## src/rtl/btn_mode_ctrl_if.sv

```systemverilog
// Button/mode bundle: debounced button level in, gesture pulses, mode and LED out.
interface btn_mode_ctrl_if;
    logic       i_btn_stable;
    logic       o_short;
    logic       o_double;
    logic       o_long;
    logic [1:0] o_mode;
    logic       o_led;

    // Producer of the button level, consumer of gestures/mode/LED.
    modport master (
        output i_btn_stable,
        input  o_short, o_double, o_long, o_mode, o_led
    );

    // The controller itself.
    modport slave (
        input  i_btn_stable,
        output o_short, o_double, o_long, o_mode, o_led
    );
endinterface

```

## src/rtl/btn_mode_ctrl.sv

```systemverilog
// Gesture classifier (short / double / long) driving a 4-state LED mode register
// and the board LED (off, on, slow blink, fast blink).
module btn_mode_ctrl #(
    parameter int unsigned LONG_TICKS   = 100000000,
    parameter int unsigned DCLICK_TICKS = 30000000,
    parameter int unsigned SLOW_TICKS   = 50000000,
    parameter int unsigned FAST_TICKS   = 12500000,
    parameter int unsigned CNT_W        = 27
) (
    input  logic            i_clk,
    input  logic            i_reset,
    btn_mode_ctrl_if.slave  bus
);

    typedef enum logic [2:0] {
        ST_IDLE,
        ST_PRESS1,
        ST_WAIT2,
        ST_PRESS2,
        ST_HOLD
    } state_t;

    typedef enum logic [1:0] {
        MODE_OFF  = 2'd0,
        MODE_ON   = 2'd1,
        MODE_SLOW = 2'd2,
        MODE_FAST = 2'd3
    } mode_t;

    // Counter starts at 0 in the cycle after the qualifying edge, so the last
    // decision cycle of a window of N ticks sees a count of N-2; the pulse
    // register then makes the pulse visible exactly N cycles after the edge.
    localparam logic [CNT_W-1:0] LONG_LAST   = CNT_W'(LONG_TICKS - 2);
    localparam logic [CNT_W-1:0] DCLICK_LAST = CNT_W'(DCLICK_TICKS - 2);
    localparam logic [CNT_W-1:0] SLOW_LAST   = CNT_W'(SLOW_TICKS - 1);
    localparam logic [CNT_W-1:0] FAST_LAST   = CNT_W'(FAST_TICKS - 1);
    localparam logic [CNT_W-1:0] CNT_ONE     = CNT_W'(1);

    state_t           state_q, state_d;
    logic [CNT_W-1:0] cnt_q, cnt_d;
    logic             btn_old_q;
    logic             short_q, short_d;
    logic             double_q, double_d;
    logic             long_q, long_d;
    mode_t            mode_q, mode_d;
    mode_t            mode_seen_q;
    logic [CNT_W-1:0] blink_q, blink_d;
    logic             led_q, led_d;

    logic rise, fall;

    assign rise = bus.i_btn_stable & ~btn_old_q;
    assign fall = ~bus.i_btn_stable & btn_old_q;

    assign bus.o_short  = short_q;
    assign bus.o_double = double_q;
    assign bus.o_long   = long_q;
    assign bus.o_mode   = mode_q;
    assign bus.o_led    = led_q;

    // Gesture FSM: classify press/release timing into one pulse per gesture.
    always_comb begin
        state_d  = state_q;
        cnt_d    = cnt_q;
        short_d  = 1'b0;
        double_d = 1'b0;
        long_d   = 1'b0;
        case (state_q)
            ST_IDLE: begin
                if (rise) begin
                    state_d = ST_PRESS1;
                    cnt_d   = '0;
                end
            end
            ST_PRESS1: begin
                // A release in the terminal cycle still takes the short path.
                if (fall) begin
                    state_d = ST_WAIT2;
                    cnt_d   = '0;
                end else if (cnt_q == LONG_LAST) begin
                    long_d  = 1'b1;
                    state_d = ST_HOLD;
                end else begin
                    cnt_d = cnt_q + CNT_ONE;
                end
            end
            ST_WAIT2: begin
                if (rise) begin
                    state_d = ST_PRESS2;
                end else if (cnt_q == DCLICK_LAST) begin
                    short_d = 1'b1;
                    state_d = ST_IDLE;
                end else begin
                    cnt_d = cnt_q + CNT_ONE;
                end
            end
            ST_PRESS2: begin
                if (fall) begin
                    double_d = 1'b1;
                    state_d  = ST_IDLE;
                end
            end
            ST_HOLD: begin
                if (fall) begin
                    state_d = ST_IDLE;
                end
            end
            default: state_d = ST_IDLE;
        endcase
    end

    // Mode update, committed on the same edge that raises the gesture pulse.
    always_comb begin
        mode_d = mode_q;
        if (short_d) begin
            mode_d = (mode_q == MODE_OFF) ? MODE_ON : MODE_OFF;
        end else if (double_d) begin
            mode_d = (mode_q == MODE_SLOW) ? MODE_FAST : MODE_SLOW;
        end else if (long_d) begin
            mode_d = MODE_OFF;
        end
    end

    // LED drive: lags the mode by one cycle; blink phase restarts on mode entry.
    always_comb begin
        led_d   = led_q;
        blink_d = blink_q;
        if (mode_q != mode_seen_q) begin
            blink_d = '0;
            led_d   = (mode_q != MODE_OFF);
        end else begin
            case (mode_q)
                MODE_OFF: begin
                    led_d   = 1'b0;
                    blink_d = '0;
                end
                MODE_ON: begin
                    led_d   = 1'b1;
                    blink_d = '0;
                end
                MODE_SLOW: begin
                    if (blink_q == SLOW_LAST) begin
                        led_d   = ~led_q;
                        blink_d = '0;
                    end else begin
                        blink_d = blink_q + CNT_ONE;
                    end
                end
                default: begin
                    if (blink_q == FAST_LAST) begin
                        led_d   = ~led_q;
                        blink_d = '0;
                    end else begin
                        blink_d = blink_q + CNT_ONE;
                    end
                end
            endcase
        end
    end

    // State, counters and outputs; previous button level resets high so a
    // button held through reset must be released before it counts.
    always_ff @(posedge i_clk) begin
        if (i_reset) begin
            state_q     <= ST_IDLE;
            cnt_q       <= '0;
            btn_old_q   <= 1'b1;
            short_q     <= 1'b0;
            double_q    <= 1'b0;
            long_q      <= 1'b0;
            mode_q      <= MODE_OFF;
            mode_seen_q <= MODE_OFF;
            blink_q     <= '0;
            led_q       <= 1'b0;
        end else begin
            state_q     <= state_d;
            cnt_q       <= cnt_d;
            btn_old_q   <= bus.i_btn_stable;
            short_q     <= short_d;
            double_q    <= double_d;
            long_q      <= long_d;
            mode_q      <= mode_d;
            mode_seen_q <= mode_q;
            blink_q     <= blink_d;
            led_q       <= led_d;
        end
    end

endmodule

```

## src/flat_wrapper.sv

```systemverilog
// flat-port wrapper written by rule: the top's interface ports become plain ports
module btn_mode_ctrl_flat 
#(
    parameter int unsigned LONG_TICKS   = 100000000,
    parameter int unsigned DCLICK_TICKS = 30000000,
    parameter int unsigned SLOW_TICKS   = 50000000,
    parameter int unsigned FAST_TICKS   = 12500000,
    parameter int unsigned CNT_W        = 27
)
  (i_clk, i_reset, bus_i_btn_stable, bus_o_short, bus_o_double, bus_o_long, bus_o_mode, bus_o_led);
  btn_mode_ctrl_if bus_i ();
  input  logic i_clk;
  input  logic i_reset;
  input wire logic [$bits(bus_i.i_btn_stable)-1:0] bus_i_btn_stable;
  output wire logic [$bits(bus_i.o_short)-1:0] bus_o_short;
  output wire logic [$bits(bus_i.o_double)-1:0] bus_o_double;
  output wire logic [$bits(bus_i.o_long)-1:0] bus_o_long;
  output wire logic [$bits(bus_i.o_mode)-1:0] bus_o_mode;
  output wire logic [$bits(bus_i.o_led)-1:0] bus_o_led;
  assign bus_i.i_btn_stable = bus_i_btn_stable;
  assign bus_o_short = bus_i.o_short;
  assign bus_o_double = bus_i.o_double;
  assign bus_o_long = bus_i.o_long;
  assign bus_o_mode = bus_i.o_mode;
  assign bus_o_led = bus_i.o_led;
  btn_mode_ctrl #(.LONG_TICKS(LONG_TICKS), .DCLICK_TICKS(DCLICK_TICKS), .SLOW_TICKS(SLOW_TICKS), .FAST_TICKS(FAST_TICKS), .CNT_W(CNT_W)) u_core (.i_clk(i_clk), .i_reset(i_reset), .bus(bus_i));
endmodule
```

## config.mk

```make
export PLATFORM = sky130hd
export DESIGN_NAME = btn_mode_ctrl_flat
export DESIGN_NICKNAME = d
export VERILOG_FILES = /design/src/rtl/btn_mode_ctrl_if.sv /design/src/rtl/btn_mode_ctrl.sv /design/src/flat_wrapper.sv
export SDC_FILE = /design/constraint.sdc
export NUM_CORES = 1
export LEC_CHECK = 0
export BUFFER_PORTS_ARGS = -buffer_cell sky130_fd_sc_hd__buf_2
export CAP_MARGIN = 5
export CORE_MARGIN = 8
export CORE_UTILIZATION = 49
export DETAILED_ROUTE_END_ITERATION = 10
export PLACE_DENSITY = 0.71
export SYNTH_ARGS = -nofsm -noshare
export SYNTH_HDL_FRONTEND = slang
export SYNTH_SLANG_ARGS = --single-unit
```

## constraint.sdc

```tcl
create_clock -name i_clk -period 3.4 [get_ports i_clk]
set_input_delay 0.68 -clock i_clk [delete_from_list [all_inputs] [get_ports i_clk]]
set_output_delay 0.68 -clock i_clk [all_outputs]
set_load 0.02 [all_outputs]
```

==> impl_metrics.toml <==
[synth]
yosysSeqAreaShare_pct = 39.8
synth.cell_area_mm2 = 0.00332
syn-mean-instance-area_um2 = 8.30
synth-edff-count = 0
async_reset_ff_share_pct = 0
synth-main-ff-cell = "dfxtp_1"
yosys_register_bits = 66
ys.warnings.count = 0
synth_cells = 400
ys_types = 49
postSynthNetCount = 406

[sta]
final.period_utilization_pct = 86.6
hold_ws_ps = 490
timing.setup.tns_ps = 0
report.final.setup_viol = 0
timing_max_transition_violations_final = 0
max_clock_freq_mhz = 340
clock_period_minus_worst_slack_ps = 2940
worst-slew-pin-transition_ps = 854
slew_headroom_pct = 43.0
finalHoldViolations = 0
rsz0062_at_grt = "no"
fin_skew_ps = 8.30

[cells_and_area]
share_of_post_route_cells_with_drive_strength_above_1_pct = 7.14
finished_core_util_pct = 54.0
regArea_mm2 = 0.00132
multiInputGateArea_mm2 = 0.00188
mostFrequentLayoutCell = "dfxtp_1"
most-common-layout-cells = "66 x dfxtp_1, 53 x nor2_1, 28 x nand2_1"
instances_no_fill = 486
filler_cells = 615
layout.nets = 407
antenna_cells_inserted = 0
syn2layout_area_growth_pct = 8.74

[detailed_routing]
count_of_nets_left_with_antenna_violations_after_detail_routing = 0
detailroute.via_count = 2863
initial_drc_count = 171
drtPass1Iterations = 4
number_of_remaining_drc_errors = 0
finalWirelength_um = 6910
wire_length_per_cell_after_detailed_routing_um = 14.2
avgViaCountPerCell = 5.89

[clock_network]
total_number_of_clock_tree_sinks = 66
cts-root-to-sink-buffers = 2
root_buffer_cell = "clkbuf_8"
worst_skew_pair.late_latency_ps = 340
cts.reportedPaths.clkPinSlew_ps = 70
hold_fix_buffers_at_cts = 0
cts_post_setup_buffers_inserted = 0
tritoncts.num_buffers = 9
ctsResizeCount = 0
cts_tree = "yes"
ctsHtreeMaxLevel = 3

[worst_setup_path]
critical_path.startpoint_type = "flip-flop"
crit-reg2reg-launch = "u_core.cnt_q[0]$_SDFFE_PP0P_"
reg2reg_slack_ps = 460
worstPathCellList = "inv_1 > ha_1 > or4bb_1 > or4_1 > o21ai_1 > o21a_2 > or3_1 > a21oi_1"
critical_path.top_delay_family = "simple AND/OR/NAND/NOR gates"
critical_path_required_ps = 3600
cp-end-kind = "flip-flop"
cpMaxStageDelayCell = "or4_1"
critical_path_peak_fanout = 25
cp.buffers_inverters = 1
critPathArrivalTime_ps = 3150
r2r_end = "u_core.cnt_q[4]$_SDFFE_PP0P_"
category_of_the_most_critical_setup_path = "reg2reg"
reg2regPathDepth = 8
worst_setup_path_startpoint = "u_core.cnt_q[0]$_SDFFE_PP0P_"
largest_stage_delay_worst_path_ps = 680

[global_route]
global_route.usage.met3_pct = 3.49
grt_first_pass_wirelength_um = 12500
grt_overflow = 0
antenna_found_initial = 0
first_global_vias = 2695
pin_count_of_the_biggest_net_entering_global_routing = 26
busiest_grt_layer = "met2"
grt.total_usage_pct = 15.5
gr-usage-met2_pct = 22.7
use_met1_pct = 20.9

[die]
fp.dieW_um = 98.3
initial_utilization_pct = 49.7
core_area_mm2 = 0.00668
std_cell_rows = 30
full_die_area_mm2 = 0.00966
floorplan.die.height_um = 98.3
io-pin-count = 9

[power]
total_power_w = 0.00159
peakVddDrop_uv = 255
static-leakage-power_nw = 1.15
pwr_density_cell_mw_per_mm2 = 441

[place]
place_congestion = 0.882
half_perimeter_wire_length_after_detailed_placement_um = 4850
port-buffer-count = 8
place.detailed.instances = 470

[min_path]
worst_hold_path.endpoint = "u_core.blink_q[0]$_SDFF_PP0_"
holdCritPathClass = "reg2reg"
hold_path.startpoint = "u_core.blink_q[0]$_SDFF_PP0_"
hold_depth = 1

[run_status]
outcome = "finished clean"

[job]
drv.max_cap_violation_count = 0
-- final cells by class --
cell class                 count  area share (%)
clock buffer                  12            4.58
clock inverter                 4            2.01
inverter                       7           0.728
multi-input combinational    309            52.2
sequential                    66            36.6
tap                           80            2.77
timing repair buffer           8            1.11
-- worst reg2reg max path, stage by stage (launching register included) --
cell and delay (ps):
dfxtp_1 340, inv_1 100, ha_1 150, or4bb_1 460, or4_1 680, o21ai_1 350
o21a_2 480, or3_1 190, a21oi_1 60
-- logic make-up (layout without fill, tap and decap cells) --
group	after synthesis	in the layout	share of synthesized area, %
mux	3	3	0.905
fa+ha+maj	3	3	1.13
xor+xnor	32	32	8.44
compound gates	61	61	11.0
flops	66	66	39.8
buf+inv	25	31	3.43
simple gates	210	210	35.3
-- sequential cells by signal, summed over array words and instances, names as in the netlist --
| name | count |
|---|---|
| u_core.blink_q | 27 |
| u_core.btn_old_q | 1 |
| u_core.bus.o_double | 1 |
| u_core.bus.o_led | 1 |
| u_core.bus.o_long | 1 |
| u_core.bus.o_mode | 2 |
| u_core.bus.o_short | 1 |
| u_core.cnt_q | 27 |
| u_core.mode_seen_q | 2 |
| u_core.state_q | 3 |
-- stage by stage --
step           instance area [um2]  worst slack (ps)
3_3_place_gp                  3370               566
4_1_cts                       3610               446
6_report                      3610               455
2_1_floorplan                 3320               753
5_1_grt                       3610               248
3_5_place_dp                  3370               464
-- report_power, final --
group / total [W] / switching, W / leakage, nW / internal (W)
clock: 0.000766 / 0.000294 / 0.119 / 0.000472
combinational: 0.0000464 / 0.0000342 / 0.503 / 0.0000122
sequential: 0.000779 / 0.00000383 / 0.532 / 0.000775
total: 0.00159 / 0.000332 / 1.15 / 0.00126
-- cell usage after synthesis (all sizes together) (6+ instances only) --
cell type   n  area share (%)
xor2       20             5.3
nand4      18             3.4
dfxtp      66              40
o21ai      17             2.6
xnor2      12             3.2
or4         8             1.8
inv         7            0.79
and4        7             1.8
nand3      23             3.5
or3        17             3.2
nand2      28             3.2
o211ai      6             1.4
a21oi      24             3.6
clkbuf     14             1.6
nor4        6             1.6
nand2b      8             1.5
and3       10             1.9
nor2       53             6.0
-- how the worst max path moves through the flow --
stage	endpoint	slack, ps	depth (start not counted)
after floorplan	u_core.cnt_q[0]$_SDFFE_PP0P_	750	11
after global placement	u_core.cnt_q[3]$_SDFFE_PP0P_	570	8
after detailed placement	u_core.cnt_q[4]$_SDFFE_PP0P_	460	8
after CTS	u_core.cnt_q[4]$_SDFFE_PP0P_	450	8
after global routing	u_core.cnt_q[3]$_SDFFE_PP0P_	250	8
final	u_core.cnt_q[4]$_SDFFE_PP0P_	460	8
-- routing by layer --
metal	part of all wire, %	vias up
met5	0	-
met1	50	1347
met3	4.8	12
met4	2.3	0
li1	-	1447
met2	43	57
No activity file was read; power rests on OpenSTA's default activity.
